$ cat src/rtl/ysyx_23060203_pkg.sv
// ---------------------------------------------------------------------------
// ysyx_23060203_pkg
// Shared definitions for the read-channel arbiter:
//   - state_t     : one-hot arbiter FSM states
//   - ARB_OWN_*   : owner encoding (0 = IFU, 1 = LSU)
//   - ARB_ID_*    : default AXI IDs driven on the shared arid
// ---------------------------------------------------------------------------
package ysyx_23060203_pkg;

  localparam int ARB_ID_W = 4;

  localparam logic [ARB_ID_W-1:0] ARB_ID_IFU_DEF = 4'd0;
  localparam logic [ARB_ID_W-1:0] ARB_ID_LSU_DEF = 4'd1;

  localparam logic ARB_OWN_IFU = 1'b0;
  localparam logic ARB_OWN_LSU = 1'b1;

  typedef enum logic [2:0] {
    ST_IDLE = 3'b001,
    ST_ADDR = 3'b010,
    ST_DATA = 3'b100
  } state_t;

endpackage

$ cat src/rtl/ysyx_23060203_arb_pick.sv
// ---------------------------------------------------------------------------
// ysyx_23060203_arb_pick
// Combinational winner selection between IFU (req[0]) and LSU (req[1]).
//   req  : request vector {lsu, ifu}
//   last : owner of the most recently completed burst (round-robin build)
//   gnt  : selected owner (ARB_OWN_IFU / ARB_OWN_LSU)
// Build option: YSYX_23060203_ARB_RR_EN selects round-robin on simultaneous
// requests; otherwise LSU has fixed priority over IFU. A lone requester
// always wins. gnt is only meaningful while at least one req bit is set.
// ---------------------------------------------------------------------------
module ysyx_23060203_arb_pick
  import ysyx_23060203_pkg::*;
(
  input  logic [1:0] req,
  input  logic       last,
  output logic       gnt
);

`ifdef YSYX_23060203_ARB_RR_EN
  // Round-robin: on a tie the requester that did not own the last burst wins.
  always_comb begin
    if (req == 2'b11) begin
      gnt = ~last;
    end else if (req[1]) begin
      gnt = ARB_OWN_LSU;
    end else begin
      gnt = ARB_OWN_IFU;
    end
  end
`else
  // Fixed priority ignores the history and the IFU bit by construction.
  logic [1:0] unused_bits;
  assign unused_bits = {last, req[0]};

  // Fixed priority: any LSU request wins.
  always_comb begin
    if (req[1]) begin
      gnt = ARB_OWN_LSU;
    end else begin
      gnt = ARB_OWN_IFU;
    end
  end
`endif

endmodule

$ cat src/rtl/ysyx_23060203_rd_arbiter.sv
// ---------------------------------------------------------------------------
// ysyx_23060203_rd_arbiter
// Two-master AXI read-channel arbiter: IFU (ICache refill) and LSU share one
// downstream read port. Ownership is granted in IDLE, held through the AR
// handshake and released only on the rlast beat of that burst.
// Ports:
//   clock, reset           : clock, synchronous active-low reset
//   ifu_* / lsu_*          : requester AR (arvalid/arready/araddr/arlen/
//                            arsize/arburst) and R (rvalid/rready/rdata/
//                            rlast/rresp) channels
//   mem_*                  : shared downstream AR/R channels, plus arid
//   perf_event_o           : contention pulse (non-owner requesting in ADDR)
// Build option: YSYX_23060203_ARB_RR_EN (round-robin tie-break, see
// ysyx_23060203_arb_pick). All forwarding is combinational from state/owner.
// ---------------------------------------------------------------------------
module ysyx_23060203_rd_arbiter
  import ysyx_23060203_pkg::*;
#(
  parameter logic [ARB_ID_W-1:0] ID_IFU = ARB_ID_IFU_DEF,
  parameter logic [ARB_ID_W-1:0] ID_LSU = ARB_ID_LSU_DEF
) (
  input  logic                clock,
  input  logic                reset,
  // IFU read port
  input  logic                ifu_arvalid_i,
  output logic                ifu_arready_o,
  input  logic [31:0]         ifu_araddr_i,
  input  logic [7:0]          ifu_arlen_i,
  input  logic [2:0]          ifu_arsize_i,
  input  logic [1:0]          ifu_arburst_i,
  output logic                ifu_rvalid_o,
  input  logic                ifu_rready_i,
  output logic [63:0]         ifu_rdata_o,
  output logic                ifu_rlast_o,
  output logic [1:0]          ifu_rresp_o,
  // LSU read port
  input  logic                lsu_arvalid_i,
  output logic                lsu_arready_o,
  input  logic [31:0]         lsu_araddr_i,
  input  logic [7:0]          lsu_arlen_i,
  input  logic [2:0]          lsu_arsize_i,
  input  logic [1:0]          lsu_arburst_i,
  output logic                lsu_rvalid_o,
  input  logic                lsu_rready_i,
  output logic [63:0]         lsu_rdata_o,
  output logic                lsu_rlast_o,
  output logic [1:0]          lsu_rresp_o,
  // Shared downstream read port
  output logic                mem_arvalid_o,
  input  logic                mem_arready_i,
  output logic [31:0]         mem_araddr_o,
  output logic [7:0]          mem_arlen_o,
  output logic [2:0]          mem_arsize_o,
  output logic [1:0]          mem_arburst_o,
  output logic [ARB_ID_W-1:0] mem_arid_o,
  input  logic                mem_rvalid_i,
  output logic                mem_rready_o,
  input  logic [63:0]         mem_rdata_i,
  input  logic                mem_rlast_i,
  input  logic [1:0]          mem_rresp_i,
  // Performance hook
  output logic                perf_event_o
);

  state_t state_q;
  logic   own_q;
  logic   pick_last;
  logic   pick_gnt;
  logic   in_addr;
  logic   in_data;
  logic   own_arvalid;
  logic   own_rready;
  logic   other_arvalid;

`ifdef YSYX_23060203_ARB_RR_EN
  logic last_q;
  assign pick_last = last_q;
`else
  assign pick_last = 1'b1;
`endif

  ysyx_23060203_arb_pick u_pick (
    .req  ({lsu_arvalid_i, ifu_arvalid_i}),
    .last (pick_last),
    .gnt  (pick_gnt)
  );

  assign in_addr = (state_q == ST_ADDR);
  assign in_data = (state_q == ST_DATA);

  // Arbiter FSM: grant in IDLE, hold owner until the rlast handshake.
  always_ff @(posedge clock) begin
    if (!reset) begin
      state_q <= ST_IDLE;
      own_q   <= ARB_OWN_IFU;
`ifdef YSYX_23060203_ARB_RR_EN
      last_q  <= ARB_OWN_LSU;
`endif
    end else begin
      case (state_q)
        ST_IDLE: begin
          if (ifu_arvalid_i || lsu_arvalid_i) begin
            own_q   <= pick_gnt;
            state_q <= ST_ADDR;
          end
        end
        ST_ADDR: begin
          if (mem_arvalid_o && mem_arready_i) begin
            state_q <= ST_DATA;
          end
        end
        ST_DATA: begin
          if (mem_rvalid_i && mem_rready_o && mem_rlast_i) begin
            state_q <= ST_IDLE;
`ifdef YSYX_23060203_ARB_RR_EN
            last_q  <= own_q;
`endif
          end
        end
        default: begin
          state_q <= ST_IDLE;
        end
      endcase
    end
  end

  // Owner-side AR mux; arid identifies the owner to the downstream port.
  always_comb begin
    if (own_q == ARB_OWN_LSU) begin
      own_arvalid   = lsu_arvalid_i;
      own_rready    = lsu_rready_i;
      other_arvalid = ifu_arvalid_i;
      mem_araddr_o  = lsu_araddr_i;
      mem_arlen_o   = lsu_arlen_i;
      mem_arsize_o  = lsu_arsize_i;
      mem_arburst_o = lsu_arburst_i;
      mem_arid_o    = ID_LSU;
    end else begin
      own_arvalid   = ifu_arvalid_i;
      own_rready    = ifu_rready_i;
      other_arvalid = lsu_arvalid_i;
      mem_araddr_o  = ifu_araddr_i;
      mem_arlen_o   = ifu_arlen_i;
      mem_arsize_o  = ifu_arsize_i;
      mem_arburst_o = ifu_arburst_i;
      mem_arid_o    = ID_IFU;
    end
  end

  assign mem_arvalid_o = in_addr & own_arvalid;
  assign mem_rready_o  = in_data & own_rready;

  // Return path: only the owner sees arready/R traffic; the other side reads 0.
  always_comb begin
    ifu_arready_o = 1'b0;
    ifu_rvalid_o  = 1'b0;
    ifu_rdata_o   = 64'd0;
    ifu_rlast_o   = 1'b0;
    ifu_rresp_o   = 2'd0;
    lsu_arready_o = 1'b0;
    lsu_rvalid_o  = 1'b0;
    lsu_rdata_o   = 64'd0;
    lsu_rlast_o   = 1'b0;
    lsu_rresp_o   = 2'd0;
    if (own_q == ARB_OWN_LSU) begin
      lsu_arready_o = in_addr & mem_arready_i;
      if (in_data) begin
        lsu_rvalid_o = mem_rvalid_i;
        lsu_rdata_o  = mem_rdata_i;
        lsu_rlast_o  = mem_rlast_i;
        lsu_rresp_o  = mem_rresp_i;
      end else begin
        lsu_rvalid_o = 1'b0;
      end
    end else begin
      ifu_arready_o = in_addr & mem_arready_i;
      if (in_data) begin
        ifu_rvalid_o = mem_rvalid_i;
        ifu_rdata_o  = mem_rdata_i;
        ifu_rlast_o  = mem_rlast_i;
        ifu_rresp_o  = mem_rresp_i;
      end else begin
        ifu_rvalid_o = 1'b0;
      end
    end
  end

`ifndef SYNTHESIS
  assign perf_event_o = in_addr & other_arvalid;

  // An owner must keep arvalid up until its AR handshake.
  a_ar_hold: assert property (@(posedge clock) disable iff (!reset)
                              in_addr |-> own_arvalid);
`else
  assign perf_event_o = 1'b0;
`endif

endmodule

$ cat config.mk
export PLATFORM = sky130hd
export DESIGN_NAME = ysyx_23060203_rd_arbiter
export DESIGN_NICKNAME = d
export VERILOG_FILES = /design/src/rtl/ysyx_23060203_pkg.sv /design/src/rtl/ysyx_23060203_arb_pick.sv /design/src/rtl/ysyx_23060203_rd_arbiter.sv
export SDC_FILE = /design/constraint.sdc
export NUM_CORES = 1
export LEC_CHECK = 0
export ABC_AREA = 1
export BUFFER_PORTS_ARGS = -buffer_cell sky130_fd_sc_hd__buf_2
export CAP_MARGIN = 0
export CELL_PAD_IN_SITES_DETAIL_PLACEMENT = 1
export CELL_PAD_IN_SITES_GLOBAL_PLACEMENT = 2
export CORE_MARGIN = 3
export CORE_UTILIZATION = 12
export DETAILED_ROUTE_END_ITERATION = 10
export MAX_ROUTING_LAYER = met4
export PLACE_DENSITY = 0.86
export SETUP_SLACK_MARGIN = 0.2
export SYNTH_ARGS = -nofsm -noshare
export SYNTH_HDL_FRONTEND = slang
export SYNTH_SLANG_ARGS = --single-unit
$ cat constraint.sdc
create_clock -name clock -period 1.3 [get_ports clock]
set_clock_uncertainty 0.1 [all_clocks]
set_input_delay 0.195 -clock clock [delete_from_list [all_inputs] [get_ports clock]]
set_output_delay 0.195 -clock clock [all_outputs]
set_load 0.05 [all_outputs]
==> results.yml, run 1 <==
outcome:
  status: "finished, violations left"
  violations: "negative setup slack"
clocking:
  cts-hold-fix-buffers: 0
  cts_buffers: 3
  clk_latency_ns: 0.23
  cts_tree: "built"
  cts-root-buf: "clkbuf_16"
  clk_pin_slew_ns: 0.04
  cts_sinks: 4
  htreeDepth: 1
  cts_buffer_depth: 2
route:
  drt_iter0_drc: 130
  drt_pass1_iterations: 4
  drc: 0
  via_per_inst: 4.01
  final_antenna_net_count: 0
  vias: 4562
  wl_per_cell_um: 18.8
  wirelength_mm: 21.4
placement:
  gp_congestion: 0.836
  portBuffers: 350
  place_hpwl_mm: 13.5
critical_path:
  critPathKind: "reg -> out"
  critPathMaxFanout: 7
  critPathArrivalTime_ns: 1.56
  critPathRequiredTime_ns: 1.00
  rr_startpoint: "own_q"
  startpoint: "own_q"
  worstSetupEndpointType: "primary output"
  cp-start-kind: "register"
synth:
  netlist.area_leader.share: 0.463
  syn-cell-area_um2: 2810
  synth_common_cells: "nand2_1, nor3_2, inv_1"
  netlist.top_cell.by_area: "nor3_2"
  syn_avg_cell_area_um2: 6.47
  synth_edf_count: 0
  ys.flop_type: "dfxtp_1"
  yosys_register_bits: 4
  syn_inst: 434
  async_flop_share: 0
  ys_types: 18
  synthMostInstantiatedCell: "nand2_1"
  synth_seq_area_share: 0.0285
  synth_area_leaders: "nor3_2, nand2_1, inv_1"
  yosys_warnings: 0
finish:
  final_core_utilization: 0.436
  syn_to_final_growth_pct: 255
  nNetsFinal: 990
  drive_gt1_frac: 0.874
power_and_ir_drop:
  internal-power_uw: 2750
  p_sw_frac: 0.529
  power_leakage_uw: 0.00443
  power_density_nw_per_um2: 587
  p_sw_uw: 3090
  seqPwrFrac: 0.027
  clock_power_share: 0.087
  pwr-share-comb: 0.886
  peakVddDrop_uv: 421
grt:
  grt_max_degree: 20
  first_global_vias: 4975
  overflow: 0
  grt_antenna_before_repair: 1
  grtUsageTotal: 0.144
  grt_pass1_wl_mm: 28.6
sta:
  finalCriticalPeriod_ns: 1.86
  report.final.slew_viol_count: 0
  fmax_mhz: 539
  setup_viol: 188
  finalHoldViolCount: 0
  setup_slack_ns: -0.556
  rsz0062_at_grt: "true"
  hold_ws_ns: 0.170
  finalCritPeriodShare: 1.43
min_path:
  hp-class: "in -> reg"
  worstHoldStart: "mem_arready_i"
floorplan:
  die_w_um: 159
  start_util: 0.123
  rows: 55
  num_io_pins: 355
  core_area_um2: 22800
  die-area_um2: 25300
  die_height_um: 159
flow_run:
  maxCapViolCount: 0
## what timing repair did
action                                  in CTS  in global routing
gates cloned                                 5                 14
setup buffers                                2                 12
pin swaps                                    8                 43
endpoints found under the setup margin     190                190
gates resized for setup                    375                246
## registers in the layout, summed over array words and instances, names as in the netlist
signal   cells
state_q      3
own_q        1
## cell usage in the layout (no fill, tap or decap)
master	n
a21oi_1	2
a21oi_2	3
and2_4	1
buf_12	20
buf_16	16
buf_2	164
buf_4	14
buf_6	151
buf_8	47
bufbuf_16	1
clkbuf_1	1
clkbuf_16	15
clkinv_16	3
conb_1	4
dfxtp_1	1
dfxtp_2	2
dfxtp_4	1
diode_2	1
inv_1	77
inv_16	1
inv_2	3
inv_8	1
nand2_1	16
nand2_2	25
nand2_4	12
nand2_8	96
nand3_1	1
nand3_2	3
nand4_1	1
nor2_1	1
nor2_4	1
nor3_2	30
nor3_4	109
o21ai_2	1
## per-stage QoR
step	TNS [ns]	setup WS (ns)	std cells	power [uW]	area [um^2]
floorplan	-65.31	-0.504	437	2870	4690
global placement	-51.41	-0.351	1100	3650	6810
detailed placement	-52.66	-0.361	1100	3690	6810
CTS	-86.31	-0.502	1111	4690	8310
global route	-100.09	-0.638	1138	6080	9960
finish	-86.71	-0.556	1138	5850	9960
## logic make-up (layout without fill, tap and decap cells)
family | after synthesis | in the layout | share of synthesized area
other | 1 | 5 | 0.00134
AOI/OAI and AO/OA | 6 | 6 | 0.0120
DFF | 4 | 4 | 0.0285
and+or+nand+nor | 296 | 296 | 0.693
buffers and inverters | 127 | 514 | 0.265
## cell type report
cell class,instances,area [um^2]
diodes,1,2.50
clock buffers,4,78.8
repair buffers,425,4510
flip-flops and latches,4,86.3
fillers,2487,12900
inverters,82,350
well taps,313,392
multi-input cells,306,4470
repair inverters,3,71.3
## power by group through the flow
| stage | Clock (uW) | Combinational (uW) | Sequential, uW |
|---|---|---|---|
| after floorplan | 0 | 2710 | 152 |
| after global placement | 0 | 3490 | 162 |
| after detailed placement | 0 | 3530 | 163 |
| after CTS | 524 | 4010 | 154 |
| after global routing | 525 | 5400 | 162 |
| final | 508 | 5180 | 159 |
## path summary, 6_finish.rpt
path | end | cells past startpoint | slack, ns
hold / removal | state_q[2] | 3 | 0.17
setup reg to reg | state_q[0] | 9 | -0.06
hold reg to reg | state_q[2] | 4 | 0.65
setup / recovery | lsu_rdata_o[30] | 6 | -0.56
## critical path: stages (launching register included)
cell and delay (ns):
dfxtp_4 0.35, buf_12 0.17, buf_12 0.14, clkinv_16 0.08
clkbuf_16 0.18, nor3_4 0.21, buf_6 0.18
## layer usage
layer / GRT usage / wire (um) / vias to the layer above / share of wire
met5: - / 0 / - / 0
met4: 0.0382 / 486 / 0 / 0.023
met3: 0.0133 / 678 / 26 / 0.032
met2: 0.280 / 12900 / 173 / 0.60
met1: 0.156 / 7390 / 2230 / 0.34
li1: - / - / 2133 / -
No activity file was read; power rests on OpenSTA's default activity.
==> inputs of run 2 (changes only) <==
--- a/config.mk
+++ b/config.mk
@@ -14,7 +14,7 @@
 export CORE_UTILIZATION = 12
 export DETAILED_ROUTE_END_ITERATION = 10
 export MAX_ROUTING_LAYER = met4
-export PLACE_DENSITY = 0.86
+export PLACE_DENSITY = 0.88
 export SETUP_SLACK_MARGIN = 0.2
 export SYNTH_ARGS = -nofsm -noshare
 export SYNTH_HDL_FRONTEND = slang
==> run 2 against run 1 <==
The flow still finishes with violations (negative setup slack); clock-buffer cell count unchanged; cell count down 0.18%; die area unchanged; setup slack better by 0.0026 ns; largest cell class is now multi-input gates; register-to-register slack worse by 0.11 ns; critical endpoint is now ifu_rdata_o[33]; critical path depth unchanged; fmax up 0.14%; sequential power up 5%; combinational power down 18%; first-iteration DRC count down 28%; cell area down 10%; clock power down 2%.
==> results.yml, run 2 (same netlist as run 1, synthesis figures left out) <==
outcome:
  status: "finished, violations left"
  violations: "negative setup slack"
power_and_ir_drop:
  peakVddDrop_uv: 265
  power_density_nw_per_um2: 550
  power_leakage_uw: 0.00411
  total_power_uw: 4910
route:
  wl_per_cell_um: 16.5
  via_per_inst: 3.94
  final_antenna_net_count: 0
  drt_iter0_drc: 93
  wirelength_mm: 18.7
  drc: 0
  drt_pass1_iterations: 4
  vias: 4476
floorplan:
  core_area_um2: 22800
  die_w_um: 159
  die_height_um: 159
  num_io_pins: 355
  die-area_um2: 25300
  start_util: 0.123
  rows: 55
grt:
  first_global_vias: 5083
  overflow: 0
  grt_max_degree: 31
  use_met3: 0.0180
  grt_pass1_wl_mm: 28.3
  busiest_layer: "met2"
  grt_antenna_before_repair: 0
  met2_usage: 0.282
  grtUsageTotal: 0.141
  met1_usage: 0.144
clocking:
  cts_sinks: 4
  cts_tree: "built"
  cts-root-buf: "clkbuf_16"
  cts_buffers: 3
  clk_pin_slew_ns: 0.03
  cts-hold-fix-buffers: 0
  clk_latency_ns: 0.23
  htreeDepth: 1
  cts_buffer_depth: 2
placement:
  gp_congestion: 0.807
  pre_cts_ws_ns: -0.385
  place_hpwl_mm: 14.0
  dp_cells: 1125
  portBuffers: 350
critical_path:
  r2r_end: "state_q[0]"
  critPathKind: "reg -> out"
  critPathTopFamily: "buffers and inverters"
  critPathMaxFanout: 18
  rr_startpoint: "own_q"
  cpMostUsedCell: "nor3_2"
  cp_slowest_cell: "dfxtp_2"
  critPathRequiredTime_ns: 1.00
  reg2reg_depth: 8
  path_buf_inv: 4
  worstSetupEndpointType: "primary output"
  cp_cell_sequence: "nor3_2 -> buf_4 -> inv_12 -> buf_16 -> nor3_2 -> buf_6"
  reg2reg_slack_ns: -0.17
  critPathArrivalTime_ns: 1.56
  cp-start-kind: "register"
  max_stage_delay_ns: 0.31
sta:
  setup_slack_ns: -0.554
  setup_viol: 189
  report.final.slew_viol_count: 0
  setup_total_negative_slack_ns: -85.60
  rsz0062_at_grt: "true"
  finalCritPeriodShare: 1.43
  finalCriticalPeriod_ns: 1.85
  finalHoldViolCount: 0
  fmax_mhz: 539
  hold_ws_ns: 0.157
finish:
  antennaDiodeCount: 0
  largest_register_ffs: 3
  top_regs: "state_q (3), own_q (1)"
  nNetsFinal: 989
  drive_gt1_frac: 0.855
  final_cell_mix: "buf_6, buf_2, nor3_4"
  nFillCells: 2595
  syn_to_final_growth_pct: 217
  final_cells: 1136
  mostFrequentLayoutCell: "buf_6"
  largest_register: "state_q"
min_path:
  worstHoldStart: "lsu_arvalid_i"
  hold-path-endpoint: "own_q"
  hp-class: "in -> reg"
  holdPathStages: 3
flow_run:
  maxCapViolCount: 0
[run 2: cell type report]
class	instances	area (um^2)	share of cell area
inverters	82	333	0.0373
repair inverters	2	25.0	0.00281
clock buffers	4	78.8	0.00884
multi-input cells	306	4160	0.467
repair buffers	425	3840	0.431
flip-flops and latches	4	85.1	0.00955
well taps	313	392	0.0439
[run 2: worst register-to-register path, cell delays in order (launching register included)]
cell and delay (ns):
dfxtp_4 0.44, clkinv_4 0.17, buf_6 0.20, nand2_1 0.10, nand2_1 0.06, nand2_1 0.07
nand2_1 0.08, nand4_1 0.07, nand2_1 0.06
[run 2: what timing repair did]
action                     4_1_cts  5_1_grt
hold endpoints to repair         0        0
setup buffers                    3        0
pin swaps                        2        1
setup endpoints to repair      190      190
gates resized for setup        386       82
gates cloned                     2        2
[run 2: worst max-delay path by stage]
stage | slack [ns] | cells after the start | end | from
global route | -0.63 | 7 | ifu_rdata_o[33] | state_q[2]
finish | -0.55 | 6 | ifu_rdata_o[33] | state_q[1]
global placement | -0.38 | 6 | lsu_rdata_o[19] | state_q[1]
floorplan | -0.50 | 5 | ifu_rdata_o[14] | state_q[1]
detailed placement | -0.39 | 6 | lsu_rdata_o[19] | state_q[1]
CTS | -0.53 | 6 | lsu_rdata_o[14] | state_q[1]
[run 2: power breakdown]
part           switching [uW]  leakage, uW  internal, uW
Sequential               25.5    0.0000340           141
Combinational            2600      0.00404          1640
Clock                    94.5    0.0000382           406
[run 2: routing by layer]
layer / wire length (um) / up-vias
li1: - / 2117
met5: 0 / -
met3: 761 / 30
met1: 6220 / 2149
met2: 11300 / 180
met4: 446 / 0
[run 2: stage by stage]
| stage | instance area, um^2 | util |
|---|---|---|
| final | 8910 | 0.390 |
| after global routing | 8910 | 0.390 |
| after CTS | 8440 | 0.370 |
| after detailed placement | 7030 | 0.308 |
| after global placement | 7030 | 0.308 |
| after floorplan | 4690 | - |
==> inputs of run 3 (changes only) <==
--- a/config.mk
+++ b/config.mk
@@ -10,7 +10,7 @@
 export CAP_MARGIN = 0
 export CELL_PAD_IN_SITES_DETAIL_PLACEMENT = 1
 export CELL_PAD_IN_SITES_GLOBAL_PLACEMENT = 2
-export CORE_MARGIN = 3
+export CORE_MARGIN = 8
 export CORE_UTILIZATION = 12
 export DETAILED_ROUTE_END_ITERATION = 10
 export MAX_ROUTING_LAYER = met4
==> run 3 against run 2 <==
The run still ends with negative setup slack left; clock power is 2% higher; power fell by 6.2%; combinational power down 7.3%; worst hold slack worse by 0.0060 ns; utilization decreased by 2.5 points; die area is 13% higher; register-to-register slack better by 0.05 ns; clock-buffer cell count unchanged; flip-flop and latch count unchanged; sequential share of layout area up 0.051 points; critical endpoint is now lsu_rdata_o[13]; largest cell class unchanged.
==> results.yml, run 3 (same netlist as run 1, synthesis figures left out) <==
route:
  wl_per_cell_um: 17.2
  drc: 0
  via_per_inst: 3.89
  drt_pass1_iterations: 4
  drt_iter0_drc: 103
  wirelength_mm: 19.2
  vias: 4335
  final_antenna_net_count: 0
critical_path:
  path_buf_inv: 4
  worstSetupEndpointType: "primary output"
  critPathMaxFanout: 15
  critPathKind: "reg -> out"
  critPathArrivalTime_ns: 1.51
  cp-start-kind: "register"
  cp_cell_sequence: "nor3_2 -> buf_4 -> inv_8 -> clkbuf_16 -> nor3_4 -> buf_6"
  critPathTopFamily: "buffers and inverters"
  cp_slowest_cell: "dfxtp_1"
  max_stage_delay_ns: 0.32
  critPathRequiredTime_ns: 1.00
clocking:
  cts-root-buf: "clkbuf_16"
  cts_setup_buffers: 0
  cts_buffer_depth: 2
  cts_buffers: 3
  cts_tree: "built"
  clk_pin_slew_ns: 0.03
  cts_sinks: 4
  cts-hold-fix-buffers: 0
  htreeDepth: 1
  clk_latency_ns: 0.23
sta:
  finalHoldViolCount: 0
  hold_ws_ns: 0.151
  finalCritPeriodShare: 1.39
  report.final.slew_viol_count: 0
  finalCriticalPeriod_ns: 1.80
  setup_viol: 189
  fmax_mhz: 554
  setup_slack_ns: -0.505
  rsz0062_at_grt: "true"
finish:
  nNetsFinal: 960
  nFillCells: 2623
  syn_to_final_growth_pct: 201
  top_regs: "state_q (3), own_q (1)"
  final_core_utilization: 0.365
  antennaDiodeCount: 0
  design_area_um2: 8460
  largest_register_ffs: 3
  drive_gt1_frac: 0.849
  final_cell_mix: "buf_2, buf_6, nor3_4"
  largest_register: "state_q"
  mostFrequentLayoutCell: "buf_2"
grt:
  grtUsageTotal: 0.126
  grt_max_degree: 28
  first_global_vias: 4999
  grt_antenna_before_repair: 0
  grt_pass1_wl_mm: 27.9
  overflow: 0
power_and_ir_drop:
  power_leakage_uw: 0.00384
  peakVddDrop_uv: 418
  power_density_nw_per_um2: 544
floorplan:
  rows: 56
  start_util: 0.121
  core_area_um2: 23200
  die-area_um2: 28600
  die_height_um: 169
  num_io_pins: 355
  die_w_um: 169
placement:
  place_hpwl_mm: 15.3
  portBuffers: 350
  gp_congestion: 0.787
  placed_cell_area_um2: 6910
min_path:
  hp-class: "in -> reg"
flow_run:
  maxCapViolCount: 0
outcome:
  status: "finished, violations left"
  violations: "negative setup slack"
-- run 3: cell count changes in the layout (fill, tap and decap cells not counted), moves of 2 or more --
cell / previous run / this run
nand2_2: 36 / 34
nor3_4: 105 / 85
clkbuf_4: 1 / 7
buf_4: 48 / 32
buf_2: 166 / 175
nor3_2: 34 / 54
buf_12: 21 / 23
buf_6: 171 / 144
-- run 3: stage by stage --
stage / cells / power [uW] / setup WS, ns / setup TNS, ns
after floorplan: 437 / 2870 / -0.504 / -65.31
after global placement: 1108 / 3700 / -0.306 / -48.09
after detailed placement: 1108 / 3760 / -0.327 / -50.50
after CTS: 1112 / 4490 / -0.521 / -86.25
after global routing: 1113 / 4830 / -0.561 / -93.13
final: 1113 / 4600 / -0.505 / -81.58
-- run 3: tightest hold or removal path: cells and delay by family --
kind	cells	cell delay, ns
AOI/OAI and AO/OA	1	0.11
buffers and inverters	2	0.13
-- run 3: area by class of cell --
cell class / count / area, um^2 / share of cell area
multi-input cells: 306 / 4040 / 0.478
repair buffers: 398 / 3530 / 0.417
well taps: 319 / 399 / 0.0472
inverters: 82 / 328 / 0.0388
flip-flops and latches: 4 / 85.1 / 0.0101
clock buffers: 4 / 78.8 / 0.00932
-- run 3: where the power goes --
part / internal [uW] / leakage, uW / switching [uW] / total, uW
clock network: 407 / 0.0000382 / 104 / 511
registers: 141 / 0.0000340 / 22.2 / 163
logic: 1420 / 0.00377 / 2510 / 3930
-- run 3: final timing paths --
path / from / endpoint / slack [ns] / cells after the start
setup / recovery: state_q[0] / lsu_rdata_o[13] / -0.50 / 6
hold / removal: reset / state_q[2] / 0.15 / 3
setup reg to reg: own_q / state_q[0] / -0.12 / 8
hold reg to reg: state_q[0] / own_q / 0.58 / 4
-- run 3: repair_timing --
| item | CTS | global route |
|---|---|---|
| gates cloned | 0 | 1 |
| pin swaps | 0 | 0 |
| gates resized for setup | 322 | 90 |
| endpoints found under the setup margin | 190 | 190 |
-- run 3: layer usage --
layer,wire [um],GRT usage
met2,11000,0.242
met4,375,0.0308
met5,0,-
met3,1170,0.0254
met1,6620,0.130
